--- src/rtl/bin2bcd_seq.sv ---
// Sequential binary-to-BCD converter using shift-and-add-3 (double dabble).
// One iteration per input bit, with a start/ready/done handshake and optional signed input.
module bin2bcd_seq #(
   parameter int WIDTH  = 8,
   parameter int SIGNED = 0
) (
   input  logic                         clk,
   input  logic                         rst_n,
   input  logic                         start,
   input  logic [WIDTH-1:0]             bin,
   output logic                         ready,
   output logic                         busy,
   output logic                         done,
   output logic [4*((WIDTH+2)/3)-1:0]   bcd,
   output logic                         neg
);

   localparam int DIGITS    = (WIDTH + 2) / 3;
   localparam int SW        = 4 * DIGITS;
   localparam int CW        = $clog2(WIDTH + 1);
   localparam bit IS_SIGNED = (SIGNED != 0);

   typedef enum logic [1:0] {
      IDLE  = 2'd0,
      SHIFT = 2'd1,
      DONE  = 2'd2
   } state_t;

   state_t           state;
   state_t           state_next;
   logic [WIDTH-1:0] shift_reg;
   logic [SW-1:0]    scratch;
   logic [SW-1:0]    scratch_adj;
   logic [SW-1:0]    scratch_shifted;
   logic [CW-1:0]    counter;
   logic             pending_neg;
   logic [WIDTH-1:0] magnitude;
   logic             is_neg;
   logic             last_iter;

   // The most negative operand negates to itself, which read unsigned is exactly its magnitude.
   always_comb begin
      magnitude = bin;
      is_neg    = 1'b0;
      if (IS_SIGNED && bin[WIDTH-1]) begin
         magnitude = (~bin) + {{(WIDTH-1){1'b0}}, 1'b1};
         is_neg    = 1'b1;
      end
   end

   always_comb begin
      scratch_adj = scratch;
      for (int d = 0; d < DIGITS; d++) begin
         if (scratch[4*d +: 4] >= 4'd5) begin
            scratch_adj[4*d +: 4] = scratch[4*d +: 4] + 4'd3;
         end
      end
      scratch_shifted = {scratch_adj[SW-2:0], shift_reg[WIDTH-1]};
   end

   assign last_iter = (counter == CW'(1));

   always_ff @(posedge clk) begin
      if (!rst_n) begin
         state <= IDLE;
      end else begin
         state <= state_next;
      end
   end

   always_comb begin
      state_next = state;
      case (state)
         IDLE:    if (start) state_next = SHIFT;
         SHIFT:   if (last_iter) state_next = DONE;
         DONE:    state_next = IDLE;
         default: state_next = IDLE;
      endcase
   end

   always_comb begin
      ready = (state == IDLE);
      busy  = (state == SHIFT) || (state == DONE);
      done  = (state == DONE);
   end

   // Results are only written on the final iteration so bcd never exposes partial scratch.
   always_ff @(posedge clk) begin
      if (!rst_n) begin
         shift_reg   <= '0;
         scratch     <= '0;
         counter     <= '0;
         pending_neg <= 1'b0;
         bcd         <= '0;
         neg         <= 1'b0;
      end else begin
         case (state)
            IDLE: begin
               if (start) begin
                  shift_reg   <= magnitude;
                  scratch     <= '0;
                  pending_neg <= is_neg;
                  counter     <= CW'(WIDTH);
               end
            end
            SHIFT: begin
               scratch   <= scratch_shifted;
               shift_reg <= {shift_reg[WIDTH-2:0], 1'b0};
               counter   <= counter - CW'(1);
               if (last_iter) begin
                  bcd <= scratch_shifted;
                  neg <= pending_neg;
               end
            end
            default: ;
         endcase
      end
   end

endmodule
--- config.mk ---
export PLATFORM = sky130hd
export DESIGN_NAME = bin2bcd_seq
export DESIGN_NICKNAME = d
export VERILOG_FILES = /design/src/rtl/bin2bcd_seq.sv
export SDC_FILE = /design/constraint.sdc
export NUM_CORES = 1
export LEC_CHECK = 0
export ABC_AREA = 1
export CAP_MARGIN = 10
export CORE_ASPECT_RATIO = 0.9
export CORE_MARGIN = 10
export CORE_UTILIZATION = 45
export DETAILED_ROUTE_END_ITERATION = 12
export PLACE_DENSITY_LB_ADDON = 0.08
export SLEW_MARGIN = 20
export SYNTH_ARGS = -nofsm -noshare
export SYNTH_HDL_FRONTEND = slang
export SYNTH_SLANG_ARGS = --single-unit
--- constraint.sdc ---
create_clock -name clk -period 1.8 [get_ports clk]
set_clock_uncertainty 0.1 [all_clocks]
set_input_delay 0.36 -clock clk [delete_from_list [all_inputs] [get_ports clk]]
set_output_delay 0.36 -clock clk [all_outputs]
set_load 0.05 [all_outputs]
==> impl_metrics.py <==
metrics = {
    "outcome": {
        "outcome": "completed",
    },
    "layout": {
        "final_util": 0.566,
        "drive_gt1_frac": 0.125,
        "final_area_um2": 2340,
        "fillers": 421,
        "syn2layout_area_growth_pct": 20.5,
        "fin_nets": 326,
        "diodes": 0,
    },
    "die": {
        "rows": 22,
        "ioPinCount": 27,
        "die-area_um2": 7340,
        "start_util": 0.470,
        "die_x_um": 89.2,
        "core-area_um2": 4130,
        "die_h_um": 82.3,
    },
    "cts": {
        "clk_pin_slew_ns": 0.08,
        "clock_latency_ns": 0.29,
        "clock_sinks": 38,
        "cts_buffers": 5,
        "clockBufferDepth": 2,
        "postCtsSetupBuffers": 0,
        "cts-htree-levels": 2,
        "cts_resized": 0,
        "root_buffer": "clkbuf_8",
        "hold_buffers": 0,
        "tritoncts": "built",
    },
    "power_and_ir_drop": {
        "vdd_drop_max_v": 0.000521,
        "p_per_area_nw_per_um2": 977,
        "cellLeakagePower_nw": 1.07,
        "p_total_mw": 2.28,
    },
    "setup_path": {
        "cp_max_fo": 3,
        "critPathMaxStageDelay_ns": 0.36,
        "critPathLaunchType": "register",
        "slowest_stage": "dfxtp_1",
        "cp.arrival_ns": 1.21,
        "crit_required_ns": 1.34,
        "crit_chain": "inv_1 > ha_2 > buf_12",
        "cp-end-kind": "output port",
        "worstSetupPathType": "register to output port",
    },
    "yosys": {
        "synth.area.top_cells": "dfxtp_1 39%, nand2_1 17%, ha_1 7.1%, inv_1 6.4%, a21oi_1 4.9%",
        "synth_fa_ha_area_frac": 0.0710,
        "synth_compound_area_frac": 0.152,
        "synth.area.mux_share": 0,
        "syn_area_um2": 1940,
        "yosys_warnings": 0,
        "synth-simple-area-share": 0.275,
        "yosys.area.top_type": "dfxtp_1",
        "ys_seq_area_frac": 0.392,
        "ys_ff_latch": 38,
        "synthXorXnorAreaFrac": 0,
        "syn_nets": 298,
        "synth_top_family_by_area": "simple AND/OR/NAND/NOR gates",
        "synth_cells": 276,
        "syn_area_per_cell_um2": 7.03,
        "synth_cell_types": 21,
        "synth_top_cell_area_share": 0.392,
    },
    "timing": {
        "drv_slew": 0,
        "min_period_over_period": 0.926,
        "slew_headroom": 0.651,
        "fin_crit_ns": 1.67,
        "layout_setup_ws_ns": 0.133,
        "hold_viol_final": 0,
        "tns_ns": 0,
        "setup_viol": 0,
        "fmax_ghz": 0.600,
        "rsz0062_at_grt": "true",
        "worstMarginPinSlew_ns": 0.522,
    },
    "drt": {
        "drc_errors": 0,
        "wl_mm": 4.17,
        "firstDrtPassIters": 4,
        "via_per_inst": 4.93,
        "drt_iter0_drc": 89,
        "detail-route-antenna-nets": 0,
        "via_count": 1742,
        "avgRoutedWirePerCell_um": 11.8,
    },
    "placement": {
        "place_ws_ns": 0.0833,
        "port_buffers": 25,
        "dpl_cell_area_um2": 2230,
        "gp_congestion": 0.820,
        "hpwl_mm": 3.03,
    },
    "global_routing": {
        "grt_use_total": 0.121,
        "grt_max_degree": 19,
        "grt_first_pass_wirelength_mm": 7.08,
        "grt_pass1_vias": 1573,
        "globalRouteOverflowTotal": 0,
        "antenna_found_initial": 0,
    },
    "job": {
        "cap_violations": 0,
    },
    "worst_hold_path": {
        "hp-class": "register to register",
    },
}
-- layout by cell type (no fill, tap or decap), types with 10 or more instances in the layout --
master,count
nand3_1,16
inv_1,32
nand2_1,88
clkdlybuf4s50_1,10
o21a_1,10
a21oi_1,19
buf_4,20
nor2_1,15
dfxtp_1,38
o21ai_0,15
-- area by class of cell --
class,count,area (µm²),share of cell area
inverter,34,131,0.0562
timing repair buffer,33,310,0.133
sequential,38,761,0.326
clock buffer,6,82.6,0.0354
tap,48,60.1,0.0257
multi-input combinational,192,978,0.419
clock inverter,2,12.5,0.00536
-- critical path, delay by kind of cell (launching register included) --
family                     cells  cell delay (ns)
adders and majority gates      1             0.35
buffers and inverters          2             0.21
DFF                            1             0.36
-- path summary, 6_finish.rpt --
check | start | endpoint | slack [ns] | cells past startpoint
worst max register to register | state[0]$_SDFFE_PN0P_ | scratch[4]$_SDFFE_PN0P_ | 0.15 | 8
worst max-delay path | state[1]$_SDFFE_PN0P_ | busy | 0.13 | 3
worst min register to register | scratch[9]$_SDFFE_PN0P_ | scratch[9]$_SDFFE_PN0P_ | 0.37 | 2
worst min-delay path | scratch[9]$_SDFFE_PN0P_ | scratch[9]$_SDFFE_PN0P_ | 0.37 | 2
-- layer usage --
layer  vias to the layer above  GRT usage  wire, µm
met1                       773      0.153      2060
li1                        935          -         -
met5                         -          0         0
met2                        28      0.188      1850
met4                         0     0.0540        48
met3                         6     0.0352       208
-- cell families after synthesis --
kind of cell | after synthesis
DFF | 38
and+or+nand+nor | 128
other | 1
buffers and inverters | 46
AOI/OAI and AO/OA | 52
adders and majority gates | 11
-- Yosys cell counts --
cell type,count
a21oi_1,19
a31oi_1,7
buf_1,1
buf_2,4
buf_4,2
buf_6,3
clkbuf_1,2
conb_1,1
dfxtp_1,38
ha_1,11
inv_1,33
inv_2,1
nand2_1,88
nand3_1,16
nand4_1,6
nor2_1,16
nor2_2,1
nor2_8,1
o21a_1,10
o21ai_0,15
o22ai_1,1
-- stage by stage --
step	std cells	hold WS, ns
after floorplan	276	0.344
after global placement	345	0.353
after detailed placement	345	0.358
after CTS	353	0.370
after global routing	353	0.402
final	353	0.367
-- power breakdown --
part | leakage (nW) | total [mW] | internal (mW) | switching, mW
registers | 0.309 | 0.966 | 0.925 | 0.0415
logic | 0.709 | 0.698 | 0.261 | 0.437
clock network | 0.0472 | 0.619 | 0.308 | 0.311
total | 1.07 | 2.28 | 1.49 | 0.790
No activity file was read; power rests on OpenSTA's default activity.
